<file path="src/rtl/alu_pipe.sv">
// alu_pipe: two-stage pipelined ALU with valid/ready handshakes and an
// architectural NZCV flag register.
//
// Stage S1 captures a request (operands, opcode, set_flags). When S1 moves
// into S2 ("advance") the result and per-op flags are computed from the S1
// contents and the flag register as it stands, and the flag register is
// updated in the same edge if the request asked for it.
//
// Ports:
//   clk                    rising-edge clock
//   reset                  asynchronous active-high reset
//   in_valid / in_ready    request handshake
//   A, B                   operands (WIDTH bits)
//   cntrl                  opcode: 000 pass B, 001 ADC, 010 add, 011 sub,
//                          100 and, 101 or, 110 xor, 111 SBC
//   set_flags              request updates the flag register on advance
//   out_valid / out_ready  result handshake
//   result                 operation result
//   negative, zero, overflow, carry_out   per-op flags of presented result
//   flag_n, flag_z, flag_c, flag_v        architectural flag register
module alu_pipe #(
    parameter int WIDTH = 64
) (
    input  logic             clk,
    input  logic             reset,
    input  logic             in_valid,
    output logic             in_ready,
    input  logic [WIDTH-1:0] A,
    input  logic [WIDTH-1:0] B,
    input  logic [2:0]       cntrl,
    input  logic             set_flags,
    output logic             out_valid,
    input  logic             out_ready,
    output logic [WIDTH-1:0] result,
    output logic             negative,
    output logic             zero,
    output logic             overflow,
    output logic             carry_out,
    output logic             flag_n,
    output logic             flag_z,
    output logic             flag_c,
    output logic             flag_v
);

    localparam logic [2:0] OP_PASS = 3'b000;
    localparam logic [2:0] OP_ADC  = 3'b001;
    localparam logic [2:0] OP_ADD  = 3'b010;
    localparam logic [2:0] OP_SUB  = 3'b011;
    localparam logic [2:0] OP_AND  = 3'b100;
    localparam logic [2:0] OP_OR   = 3'b101;
    localparam logic [2:0] OP_XOR  = 3'b110;
    localparam logic [2:0] OP_SBC  = 3'b111;

    // Pipeline and flag state
    logic             s1_valid_q, s1_valid_d;
    logic [WIDTH-1:0] s1_a_q, s1_a_d;
    logic [WIDTH-1:0] s1_b_q, s1_b_d;
    logic [2:0]       s1_op_q, s1_op_d;
    logic             s1_sf_q, s1_sf_d;
    logic             s2_valid_q, s2_valid_d;
    logic [WIDTH-1:0] s2_result_q, s2_result_d;
    logic             s2_n_q, s2_n_d;
    logic             s2_z_q, s2_z_d;
    logic             s2_v_q, s2_v_d;
    logic             s2_c_q, s2_c_d;
    logic             flag_n_q, flag_n_d;
    logic             flag_z_q, flag_z_d;
    logic             flag_c_q, flag_c_d;
    logic             flag_v_q, flag_v_d;

    // Combinational helpers
    logic             advance_s;
    logic             accept_s;
    logic             is_arith_s;
    logic             invert_b_s;
    logic             carry_in_s;
    logic [WIDTH-1:0] b_op_s;
    logic [WIDTH:0]   sum_s;
    logic [WIDTH-1:0] res_s;
    logic             c_s;
    logic             v_s;

    // S1 may hand its request to S2 when S2 is empty or being drained.
    assign advance_s = s1_valid_q && (!s2_valid_q || out_ready);
    assign in_ready  = !reset && (!s1_valid_q || advance_s);
    assign accept_s  = in_valid && in_ready;

    // Operand conditioning and the single shared adder.
    always_comb begin
        is_arith_s = 1'b0;
        invert_b_s = 1'b0;
        carry_in_s = 1'b0;
        case (s1_op_q)
            OP_ADC: begin
                is_arith_s = 1'b1;
                carry_in_s = flag_c_q;
            end
            OP_ADD: begin
                is_arith_s = 1'b1;
            end
            OP_SUB: begin
                is_arith_s = 1'b1;
                invert_b_s = 1'b1;
                carry_in_s = 1'b1;
            end
            OP_SBC: begin
                is_arith_s = 1'b1;
                invert_b_s = 1'b1;
                carry_in_s = flag_c_q;
            end
            default: begin
                is_arith_s = 1'b0;
            end
        endcase
        if (invert_b_s) begin
            b_op_s = ~s1_b_q;
        end else begin
            b_op_s = s1_b_q;
        end
        sum_s = {1'b0, s1_a_q} + {1'b0, b_op_s} + {{WIDTH{1'b0}}, carry_in_s};
    end

    // Result selection and per-op carry/overflow.
    always_comb begin
        res_s = sum_s[WIDTH-1:0];
        c_s   = 1'b0;
        v_s   = 1'b0;
        case (s1_op_q)
            OP_PASS: res_s = s1_b_q;
            OP_AND:  res_s = s1_a_q & s1_b_q;
            OP_OR:   res_s = s1_a_q | s1_b_q;
            OP_XOR:  res_s = s1_a_q ^ s1_b_q;
            default: res_s = sum_s[WIDTH-1:0];
        endcase
        if (is_arith_s) begin
            c_s = sum_s[WIDTH];
            // Signed overflow: both addends share a sign the sum does not.
            v_s = (s1_a_q[WIDTH-1] == b_op_s[WIDTH-1]) &&
                  (sum_s[WIDTH-1] != s1_a_q[WIDTH-1]);
        end else begin
            c_s = 1'b0;
            v_s = 1'b0;
        end
    end

    // Next-state for both pipeline stages and the flag register.
    always_comb begin
        s1_valid_d  = s1_valid_q;
        s1_a_d      = s1_a_q;
        s1_b_d      = s1_b_q;
        s1_op_d     = s1_op_q;
        s1_sf_d     = s1_sf_q;
        s2_valid_d  = s2_valid_q;
        s2_result_d = s2_result_q;
        s2_n_d      = s2_n_q;
        s2_z_d      = s2_z_q;
        s2_v_d      = s2_v_q;
        s2_c_d      = s2_c_q;
        flag_n_d    = flag_n_q;
        flag_z_d    = flag_z_q;
        flag_c_d    = flag_c_q;
        flag_v_d    = flag_v_q;

        if (accept_s) begin
            s1_valid_d = 1'b1;
            s1_a_d     = A;
            s1_b_d     = B;
            s1_op_d    = cntrl;
            s1_sf_d    = set_flags;
        end else if (advance_s) begin
            s1_valid_d = 1'b0;
        end else begin
            s1_valid_d = s1_valid_q;
        end

        if (advance_s) begin
            s2_valid_d  = 1'b1;
            s2_result_d = res_s;
            s2_n_d      = res_s[WIDTH-1];
            s2_z_d      = (res_s == {WIDTH{1'b0}});
            s2_v_d      = v_s;
            s2_c_d      = c_s;
            if (s1_sf_q) begin
                flag_n_d = res_s[WIDTH-1];
                flag_z_d = (res_s == {WIDTH{1'b0}});
                // Logic and pass ops leave C and V untouched.
                if (is_arith_s) begin
                    flag_c_d = c_s;
                    flag_v_d = v_s;
                end else begin
                    flag_c_d = flag_c_q;
                    flag_v_d = flag_v_q;
                end
            end else begin
                flag_n_d = flag_n_q;
            end
        end else if (s2_valid_q && out_ready) begin
            s2_valid_d = 1'b0;
        end else begin
            s2_valid_d = s2_valid_q;
        end
    end

    // State registers with asynchronous reset.
    always_ff @(posedge clk or posedge reset) begin
        if (reset) begin
            s1_valid_q  <= 1'b0;
            s1_a_q      <= {WIDTH{1'b0}};
            s1_b_q      <= {WIDTH{1'b0}};
            s1_op_q     <= 3'b000;
            s1_sf_q     <= 1'b0;
            s2_valid_q  <= 1'b0;
            s2_result_q <= {WIDTH{1'b0}};
            s2_n_q      <= 1'b0;
            s2_z_q      <= 1'b0;
            s2_v_q      <= 1'b0;
            s2_c_q      <= 1'b0;
            flag_n_q    <= 1'b0;
            flag_z_q    <= 1'b0;
            flag_c_q    <= 1'b0;
            flag_v_q    <= 1'b0;
        end else begin
            s1_valid_q  <= s1_valid_d;
            s1_a_q      <= s1_a_d;
            s1_b_q      <= s1_b_d;
            s1_op_q     <= s1_op_d;
            s1_sf_q     <= s1_sf_d;
            s2_valid_q  <= s2_valid_d;
            s2_result_q <= s2_result_d;
            s2_n_q      <= s2_n_d;
            s2_z_q      <= s2_z_d;
            s2_v_q      <= s2_v_d;
            s2_c_q      <= s2_c_d;
            flag_n_q    <= flag_n_d;
            flag_z_q    <= flag_z_d;
            flag_c_q    <= flag_c_d;
            flag_v_q    <= flag_v_d;
        end
    end

    assign out_valid = s2_valid_q;
    assign result    = s2_result_q;
    assign negative  = s2_n_q;
    assign zero      = s2_z_q;
    assign overflow  = s2_v_q;
    assign carry_out = s2_c_q;
    assign flag_n    = flag_n_q;
    assign flag_z    = flag_z_q;
    assign flag_c    = flag_c_q;
    assign flag_v    = flag_v_q;

endmodule

</file>
<file path="config.mk">
export PLATFORM = sky130hd
export DESIGN_NAME = alu_pipe
export DESIGN_NICKNAME = d
export VERILOG_FILES = /design/src/rtl/alu_pipe.sv
export SDC_FILE = /design/constraint.sdc
export NUM_CORES = 1
export LEC_CHECK = 0
export CORE_AREA = 4 4 191 193
export CTS_CLUSTER_DIAMETER = 40
export DETAILED_ROUTE_END_ITERATION = 10
export DIE_AREA = 0 0 195 197
export HOLD_SLACK_MARGIN = 0.05
export PLACE_DENSITY = 0.77
export SYNTH_ARGS = -nofsm -noshare
export SYNTH_HDL_FRONTEND = slang
export SYNTH_SLANG_ARGS = --single-unit
</file>
<file path="constraint.sdc">
create_clock -name clk -period 6 [get_ports clk]
set_clock_uncertainty 0.05 [all_clocks]
set_input_delay 0.9 -clock clk [delete_from_list [all_inputs] [get_ports clk]]
set_output_delay 0.9 -clock clk [all_outputs]
set_load 0.005 [all_outputs]
</file>
Word-level counts from Yosys, hierarchy flattened:

Index checks and enable logic that the tools add are counted.
W data, S select, Z words.

* register bits after elaboration: 206
* word-level logic and storage cells: 60

* bitwise logic cells: 4
* multiplexer cells: 11
* equality and inequality tests: 9
* $add $sub $neg: 2
* reductions and logical operators: 19

Operators by type and width (number)
* $pmux W64 S4: 1
* $add A64 B64 Y65: 1
* $add A65 B1 Y65: 1
* $and A64 B64 Y64: 1
* $logic_not A64 Y1: 1
* $mux W64: 1
* $not A64 Y64: 1
* $or A64 B64 Y64: 1
* $xor A64 B64 Y64: 1
* $eq A3 B3 Y1 const B: 4
* $mux W1: 8
* $eq A3 B2 Y1 const B: 2
* $logic_and A1 B1 Y1: 5
* $reduce_bool A2 Y1: 2
* $reduce_or A2 Y1: 2
* $reduce_or A4 Y1: 1
* $eq A3 B1 Y1 const B: 1
* $logic_not A1 Y1: 3
* $logic_not A3 Y1: 1
* $reduce_and A3 Y1: 1
* $logic_or A1 B1 Y1: 2
* $pmux W1 S2: 1
* $reduce_and A2 Y1: 1
* $eq A1 B1 Y1: 1
* $ne A1 B1 Y1: 1

Depth between registers and ports, before layout:

Gate-level depths: netlist of the first run.

* word-level depth: 9
* mapped depth: 22
* mapped depth without buffers: 16

Least setup slack after synthesis of the first run:

No wires, ideal clock.

* path type: register to register
* from: register s1_op_q[1]
* to: register flag_z_q (netlist: flag_z)
* path buffers: 6
* path slack: 0.351 ns
* arrival time: 5.522 ns
* stages on the path, launching flop included: 22
* setup time: 0.077 ns
* cell sequence: dfrtp_1 > buf_4 > clkbuf_1 > buf_1 > clkbuf_1 > clkbuf_1 > nand2_1 > clkbuf_1 > xnor2_1 > fa_1 > fa_1 > nand2b_1 > a21o_1 > a211oi_1 > o21ai_1 > a211oi_1 > or3_1 > nand3_1 > a2111oi_0 > and4_1 > nand4_1 > o21ai_1

* cells in the longest elaborated chain, start to end: 8
* elaborated cells between the ends (all ways): 16
* those cells by class: add/sub: 2; eq/ne: 6; mux: 4; reduce/logical: 4

Ends and longest elaborated chain
* start, declared: RTL line 58 `logic [2:0] s1_op_q, s1_op_d;`
* start signal, assigned: RTL line 226 `s1_op_q <= s1_op_d;`
* $eq A3 B3 Y1 or $eq A3 B2 Y1 (tied branches): RTL line 93 `case (s1_op_q)`
* $reduce_or A2 Y1 (no line)
* $mux W1: RTL line 93
* $mux W64: RTL line 115 `if (invert_b_s) begin`
* $add A64 B64 Y65: RTL line 120 `sum_s = {1'b0, s1_a_q} + {1'b0, b_op_s} + {{WIDTH{1'b0}}, carry_in_s};`
* $add A65 B1 Y65: RTL line 120
* $pmux W64 S4 (*): RTL line 128 `case (s1_op_q)`
* $logic_not A64 Y1 (*): RTL line 185 `flag_z_d = (res_s == {WIDTH{1'b0}});`
* end signal, assigned: RTL line 235 `flag_z_q <= flag_z_d;`
* end, declared: RTL line 67 `logic flag_z_q, flag_z_d;`

Mark *: on every way between the ends. The rest lies on a longest branch, timed or not.
A chain may end at the register's enable or synchronous reset.

Worst setup path in the final report of the first run:

* from: register s1_op_q[1]
* to: register s2_z_q (netlist: zero)

* cells in the longest elaborated chain, start to end: 8
* elaborated cells between the ends (all ways): 16
* those cells by class: add/sub: 2; eq/ne: 6; mux: 4; reduce/logical: 4

Ends and longest elaborated chain
* $eq A3 B3 Y1 or $eq A3 B2 Y1 (tied branches): RTL line 93
* $reduce_or A2 Y1 (no line)
* $mux W1: RTL line 93
* $mux W64: RTL line 115
* $add A64 B64 Y65: RTL line 120
* $add A65 B1 Y65: RTL line 120
* $pmux W64 S4 (*): RTL line 128
* $logic_not A64 Y1 (*): RTL line 180 `s2_z_d = (res_s == {WIDTH{1'b0}});`
* end signal, assigned: RTL line 231 `s2_z_q <= s2_z_d;`
* end, declared: RTL line 63 `logic s2_z_q, s2_z_d;`

Marks and branches as above.

==> run metrics, run 1 <==
# DRC 0; Worst-Margin Slew 1.20 ns; worst hold margin 0.414 ns; final hold violations 0; Post-synth EDFFs 0; Initial Utilization 51.6%; DRT iter0 DRCs 2180; Die X 195 µm; post-detailed-route wirelength per cell 24.8 µm; die area 38400 µm²; worst hold start result[0]; RSZ-0062 raised after global routing false; Data arrival, critical path 5.85 ns; Syn Nets 2430; Pleak 9.70 nW; Ys Warns 0; largest net degree at the start of global routing 124; post-placement cell count 2687; Placer Congestion 1.05; Core Region 34500 µm²; Power Total 9.87 mW; # IOs 210; global route overflow 0; CTS HTree Levels 2; Routed WL 68.2 mm; Async SR Flop Fraction 100%; #FFs+latches synth 205; Max FO, Critical Path 26; slew margin rel. 19.2%; status finished, final reports clean; maximum ir drop on the vdd rail 0.343 mV; Crit Path Category flop to flop; fill count 2920; Detailed Place HPWL 53.1 mm; die height 197 µm; Post-CTS Hold Fix Bufs 0; worst-skew pair later-pin latency 0.54 ns; GRT Overall Usage 34.4%; startpoint class of the critical path flop; initial antenna violation count 1; CTS tree built; diode count 0; CP required 6.40 ns; clock root buffer clkbuf_16; Final TNS setup 0 ns; fmax 0.184 GHz; CTS buffer count 34; Routed Antenna Nets 0; count of final setup violators 0; max-cap viol count 0; I/O Buffers 209; first-pass GRT wire length 102 mm; final core utilization 62.5%; register area share after synthesis 28.8%; Power Density 458 nW/µm²; Cells after Synth 2101; Worst setup startpoint s1_op_q[1]; CTS Sinks 205; syn_area_per_cell 8.48 µm²; Clock Tree Buf Depth 3; post_cts resized 0; post-synth cell types 83; FF-to-FF Start s1_op_q[1]; area of the mapped netlist 17800 µm²; Core Rows 68; worst hold-check path type flop to flop; pins over their slew limit 0; vias in the first global route 16510; buffer count from post-CTS setup fixing 0; vias per cell 6.39; clk slew on worst S/H paths 0.05 ns; 1st-pass router iterations 6; Critical Path Sink Type flop; via count 17557; area delta synth->final 21.1%; final cell count without fillers 2747; share of layout cells above drive strength 1 12.0%; nets@finish 2597; fin crit period 5.45 ns; Most used DFF post-synth dfrtp_1; final period utilization 90.8%
sequential cells by signal, summed over array words and instances (netlist names):
register and flops:
s1_valid_q 1, flag_n 1, flag_z 1, result 64, out_valid 1, s1_b_q 64
carry_out 1, s1_op_q 3, flag_c 1, s1_a_q 64, overflow 1, zero 1
flag_v 1, s1_sf_q 1
cells by family (layout without fill, tap and decap cells):
group	after synthesis	in the layout	synth area share [%]
compound gates	582	582	21.1
mux	160	160	9.97
simple gates	579	579	15.6
flops	205	205	28.8
xor+xnor	96	96	4.72
fa+ha+maj	193	193	13.6
buf+inv	286	477	6.28
cell type report:
class	count	area, µm²	area share [%]
tap	455	569	2.64
multi-input combinational	1610	11600	53.8
timing repair buffer	260	2510	11.6
sequential	205	5130	23.8
clock buffer	40	925	4.29
clock inverter	20	239	1.11
inverter	157	593	2.75
Yosys cell counts, types with 16 or more instances:
cell type | number | area share, %
buf_1 | 18 | 0.38
dfrtp_1 | 205 | 29
nor2_1 | 116 | 2.4
o211ai_1 | 24 | 1.0
o221ai_1 | 20 | 0.98
a21oi_1 | 175 | 4.9
nor3_1 | 24 | 0.67
nand2_1 | 222 | 4.7
o22ai_1 | 16 | 0.56
xnor2_1 | 80 | 3.9
nand2b_1 | 18 | 0.63
ha_1 | 191 | 13
or3_1 | 19 | 0.67
inv_1 | 157 | 3.3
buf_2 | 19 | 0.53
clkbuf_1 | 87 | 1.8
nand3_1 | 48 | 1.3
nand4_1 | 38 | 1.3
o31ai_1 | 22 | 0.93
a22oi_1 | 16 | 0.67
o21ai_0 | 124 | 3.5
mux2i_1 | 20 | 1.1
mux2_2 | 140 | 8.8
a21o_1 | 35 | 1.5
xor2_1 | 16 | 0.79
and3_1 | 19 | 0.67
cell usage in the layout (no fill, tap or decap), types with 7 or more instances in the layout:
master	n
nor3_1	24
o21bai_1	7
ha_1	191
a211oi_1	13
nand2_1	219
o31ai_1	22
o221ai_1	20
o21ai_0	124
mux2i_1	20
nor4_1	12
o22ai_1	16
nand3_1	48
a21oi_1	174
inv_1	156
o21a_1	14
o211ai_1	24
xor2_1	16
nand4_1	38
buf_4	48
a21o_1	35
a311oi_1	9
clkdlybuf4s50_1	209
nand2b_1	18
a22oi_1	16
and4_1	12
a31oi_1	13
and3_1	19
o21ai_1	7
nor2_1	116
clkbuf_16	35
or3_1	19
dfrtp_1	204
xnor2_1	80
nor2b_1	9
a221oi_1	9
mux2_2	140
and2_1	10
layer usage:
layer  global-route usage, %  vias up  share of wire (%)
met1                    53.5     8635                 46
met2                    47.7      956                 40
met4                    6.46        0                1.5
li1                        -     7889                  -
met5                       0        -                  0
met3                    9.95       77                 12
power breakdown:
group | internal, mW | total (mW) | leakage (nW) | switching (mW)
clock | 1.22 | 1.99 | 0.556 | 0.766
sequential | 1.76 | 2.18 | 2.45 | 0.423
combinational | 2.23 | 5.70 | 6.69 | 3.47
total | 5.21 | 9.87 | 9.70 | 4.66
worst max-delay path: stages (launching register included):
cell       delay [ns]
dfrtp_1          0.42
nand2_4          0.45
buf_4            0.26
xnor2_1          0.07
ha_1             0.57
nand4_1          0.36
or2_2            0.40
nor3_1           0.34
o311ai_1         0.32
nor3b_2          0.28
nor4_2           0.49
nor2_1           0.10
o22a_1           0.24
a2111oi_0        0.54
buf_4            0.22
nand4_1          0.09
o21ai_1          0.16
per-stage QoR:
stage	setup WS, ns	cell area [µm²]
finish	0.551	21600
global route	0.240	21600
CTS	0.696	21600
detailed placement	0.714	20400
global placement	0.781	20400
floorplan	0.351	17800
final timing paths:
path | end | slack [ns] | depth (start not counted)
hold / removal | result[0] | 0.41 | 2
hold reg to reg | result[0] | 0.41 | 2
max in group asynchronous | s1_op_q[2] | 4.28 | 3
setup reg to reg | zero | 0.55 | 16
min in group asynchronous | result[37] | 0.86 | 3
setup / recovery | zero | 0.55 | 16
Power figures use the tool's default switching activity.
==> inputs of run 2 (changes only) <==
==> constraint.sdc (replaced) <==
create_clock -name clk -period 6 [get_ports clk]
set_clock_uncertainty 0.05 [all_clocks]
set_input_delay 0.6 -clock clk [delete_from_list [all_inputs] [get_ports clk]]
set_output_delay 0.6 -clock clk [all_outputs]
set_load 0.005 [all_outputs]
==> run 2 against run 1 <==
Critical path depth rose by 1; final cell count fell by 0.44%; via count shrank 1.1%; utilization shrank 0.49 points; sequential share of layout area grew 0.19 points; largest power group unchanged.
==> run metrics, run 2 (same netlist as run 1, synthesis figures left out) <==
Clock Tree Buf Depth 3; first-pass GRT wire length 101 mm; buffer count from post-CTS setup fixing 0; dpl ws 0.917 ns; Critical Path Sink Type flop; die height 197 µm; die area 38400 µm²; P_sw 4.61 mW; Power Density 454 nW/µm²; clk slew on worst S/H paths 0.06 ns; Core Region 34500 µm²; commonest non-fill, non-tap cell in the layout nand2_1; Worst R2R End flag_z; diode count 0; most frequent cells in the layout nand2_1 (219), clkdlybuf4s50_1 (209), dfrtp_1 (204); FF-to-FF Start s1_op_q[1]; Core Rows 68; fill count 2968; fmax 0.186 GHz; Post-CTS Hold Fix Bufs 0; largest net degree at the start of global routing 134; worst hold-check path type primary input to asynchronous set/reset pin; CP required 6.44 ns; CTS tree built; 1st-pass router iterations 6; share of layout cells above drive strength 1 11.5%; status finished, final reports clean; pins over their slew limit 0; DRT iter0 DRCs 1948; Pleak 9.62 nW; area delta synth->final 20.1%; CTS Sinks 205; Data arrival, critical path 5.82 ns; startpoint class of the critical path flop; Routed Antenna Nets 0; final hold violations 0; via count 17365; final core utilization 62.0%; setup ws final 0.614 ns; worst reg2reg setup slack 0.61 ns; R2R cell count 17; Final TNS setup 0 ns; CTS HTree Levels 1; clock root buffer clkbuf_16; final period utilization 89.8%; final cell count without fillers 2735; switching share of power 47.4%; fin crit period 5.39 ns; Crit Path Category flop to flop; CTS buffer count 30; slew margin rel. 28.0%; initial antenna violation count 0; Reg power frac 22.3%; global route overflow 0; max-cap viol count 0; count of final setup violators 0; Placer Congestion 1.09; nets@finish 2586; GRT Overall Usage 33.6%; Logic pwr share 58.9%; worst-skew pair later-pin latency 0.58 ns; RSZ-0062 raised after global routing false; Worst-Margin Slew 1.07 ns; vias in the first global route 16315; Routed WL 67.3 mm; post-placement cell count 2680; vias per cell 6.35; Int Pwr 5.11 mW; Max FO, Critical Path 7; Initial Utilization 51.6%; I/O Buffers 209; worst hold margin 0.382 ns; post_cts resized 0; # DRC 0; clock power share 18.8%; maximum ir drop on the vdd rail 0.314 mV; Die X 195 µm; Detailed Place HPWL 53.2 mm; # IOs 210; post-detailed-route wirelength per cell 24.6 µm
## run 2: changes by cell type in the layout (fill, tap and decap cells not counted), sizes merged
| cell | change |
|---|---|
| buf | -7 |
| clkinv | -3 |
| clkinvlp | -3 |
| inv | +2 |
| clkbuf | -2 |
| bufinv | +1 |
## run 2: routing by layer
layer | part of all wire, % | global-route usage (%)
met5 | 0 | 0
met4 | 2.4 | 7.81
met1 | 46 | 52.6
met3 | 13 | 9.49
met2 | 39 | 45.6
## run 2: worst max-delay path by stage
| stage | startpoint | to | cells after the start |
|---|---|---|---|
| after floorplan | s1_op_q[1] | flag_z | 21 |
| after CTS | s1_op_q[1] | flag_z | 17 |
| after global routing | s1_op_q[1] | flag_z | 17 |
| after detailed placement | s1_op_q[1] | flag_z | 16 |
| after global placement | s1_op_q[1] | flag_z | 16 |
| final | s1_op_q[1] | flag_z | 17 |
## run 2: worst max-delay path: stages, from the launching register on
cell and delay (ns):
dfrtp_1 0.50, nor2b_1 0.34, a21o_1 0.12, nand2_1 0.06
fa_1 0.45, fa_1 0.45, nand2b_1 0.20, a21o_1 0.27
a211oi_1 0.41, o21ai_1 0.24, a211oi_1 0.33, buf_4 0.23
o31ai_1 0.14, xnor2_1 0.20, o22ai_1 0.57, nor4b_2 0.35
nand4_1 0.16, o21ai_1 0.19
## run 2: area by class of cell
cell class / instances / area (µm²) / area share (%)
flip-flops and latches: 205 / 5130 / 24.0
inverters: 157 / 593 / 2.77
repair buffers: 253 / 2450 / 11.4
clock inverters: 17 / 219 / 1.02
multi-input cells: 1610 / 11600 / 54.2
clock buffers: 38 / 842 / 3.93
well taps: 455 / 569 / 2.66
## run 2: through the flow
stage          total power, mW  instance area, µm²
6_report                  9.71               21400
5_1_grt                   10.3               21400
4_1_cts                   9.53               21400
3_5_place_dp              7.66               20300
3_3_place_gp              7.58               20300
2_1_floorplan             5.45               17800
## run 2: power groups by stage
stage / sequential [mW] / clock (mW) / combinational, mW
finish: 2.17 / 1.83 / 5.72
CTS: 2.15 / 1.85 / 5.53
detailed placement: 2.17 / 0 / 5.49
global route: 2.21 / 1.92 / 6.13
global placement: 2.15 / 0 / 5.44
floorplan: 2.06 / 0 / 3.39
==> inputs of run 3 (changes only) <==
--- a/config.mk
+++ b/config.mk
@@ -11,6 +11,7 @@
 export DIE_AREA = 0 0 195 197
 export HOLD_SLACK_MARGIN = 0.05
 export PLACE_DENSITY = 0.77
+export REMOVE_ABC_BUFFERS = 1
 export SYNTH_ARGS = -nofsm -noshare
 export SYNTH_HDL_FRONTEND = slang
 export SYNTH_SLANG_ARGS = --single-unit
==> run 3 against run 2 <==
Register-to-register slack about the same; die area is the same; maximum frequency grew 0.12%; combinational power fell by 3%; global-route usage down 0.61 points; clock power grew 17%; total power rose by 1.2%; sequential power about the same; sequential cell count stayed put; wire length fell by 2.4%; count of clock-buffer cells in the layout increased by 3; sequential share of layout area is 0.29 points lower.
==> run metrics, run 3 (same netlist as run 1, synthesis figures left out) <==
RSZ-0062 raised after global routing false; initial antenna violation count 1; GRT Overall Usage 33.0%; Die X 195 µm; Power Total 9.83 mW; vias per cell 6.33; worst reg2reg setup slack 0.62 ns; Routed Antenna Nets 0; post-detailed-route wirelength per cell 23.9 µm; via count 17414; Int Pwr 5.36 mW; dpl ws 0.734 ns; Core Region 34500 µm²; nets@finish 2599; Routed WL 65.7 mm; die height 197 µm; commonest non-fill, non-tap cell in the layout nand2_1; P_sw 4.47 mW; Reg power frac 21.8%; Placer Congestion 1.02; status finished, final reports clean; most frequent cells in the layout nand2_1 (219), clkdlybuf4s50_1 (209), dfrtp_1 (204); final period utilization 89.7%; Detailed Place HPWL 49.6 mm; max-cap viol count 0; Post-CTS Hold Fix Bufs 0; startpoint class of the critical path flop; I/O Buffers 209; fin crit period 5.38 ns; switching share of power 45.5%; CTS buffer count 35; CTS Sinks 205; Max FO, Critical Path 25; final core utilization 62.7%; clock power share 21.8%; die area 38400 µm²; CTS tree built; area delta synth->final 21.6%; fmax 0.186 GHz; vias in the first global route 16842; Initial Utilization 51.6%; count of final setup violators 0; Data arrival, critical path 5.79 ns; diode count 0; 1st-pass router iterations 6; final cell count without fillers 2751; pins over their slew limit 0; share of layout cells above drive strength 1 12.2%; largest net degree at the start of global routing 114; Crit Path Category flop to flop; Pleak 9.75 nW; CTS HTree Levels 2; global route overflow 0; buffer count from post-CTS setup fixing 0; Logic pwr share 56.4%; Clock Tree Buf Depth 3; Critical Path Sink Type flop; DRT iter0 DRCs 1679; clk slew on worst S/H paths 0.05 ns; Power Density 454 nW/µm²; # DRC 0; setup ws final 0.621 ns; Worst-Margin Slew 1.11 ns; post-placement cell count 2688; # IOs 210; slew margin rel. 25.7%; first-pass GRT wire length 99.4 mm; post_cts resized 0; final hold violations 0; worst-skew pair later-pin latency 0.54 ns; CP required 6.41 ns; final instance area 21700 µm²; placed inst area 20400 µm²; clock root buffer clkbuf_16; worst hold-check path type flop to flop; maximum ir drop on the vdd rail 0.316 mV; Core Rows 68
[run 3: cell type report]
class | count | area [µm²]
clock buffers | 41 | 961
clock inverters | 22 | 294
fillers | 2966 | 12900
inverters | 157 | 597
multi-input cells | 1610 | 11600
flip-flops and latches | 205 | 5130
well taps | 455 | 569
repair buffers | 261 | 2490
[run 3: worst paths after layout]
check                                 from         end  cells past startpoint
worst min register to register  result[12]  result[12]                      2
worst max-delay path            s1_op_q[1]        zero                     16
max in group asynchronous            reset  s1_op_q[2]                      3
worst max register to register  s1_op_q[1]        zero                     16
worst min-delay path            result[12]  result[12]                      2
min in group asynchronous            reset  s1_a_q[57]                      2
[run 3: stage by stage]
step                      hold slack, ns  setup TNS, ns
after floorplan                    0.413         -53.16
after global placement             0.409              0
after detailed placement           0.414              0
after CTS                          0.427              0
after global routing               0.446              0
final                              0.424              0
[run 3: critical path, cell delays in order (launching register included)]
cell and delay, ns:
dfrtp_1 0.43, nand2_4 0.13, buf_4 0.44, xnor2_1 0.13
ha_1 0.41, a21o_1 0.28, a21oi_2 0.29, o21ai_0 0.14
buf_4 0.18, a2111o_1 0.47, a21oi_1 0.50, mux2_2 0.42
a31oi_1 0.19, nand4_1 0.13, nor4_1 0.50, nand4_1 0.37
o21ai_1 0.22
[run 3: power by group through the flow]
stage | Clock, mW | Combinational [mW] | Sequential (mW)
detailed placement | 0 | 5.37 | 2.15
CTS | 2.18 | 5.41 | 2.14
global placement | 0 | 5.31 | 2.14
floorplan | 0 | 3.30 | 2.10
finish | 2.14 | 5.54 | 2.15
global route | 2.24 | 5.98 | 2.19
[run 3: layer usage]
metal	routed length (µm)	up-vias	GRT usage, %
met5	0	-	0
met4	1930	0	10.3
met3	6300	135	7.57
met2	28500	846	50.0
met1	29000	8530	47.2
li1	-	7903	-
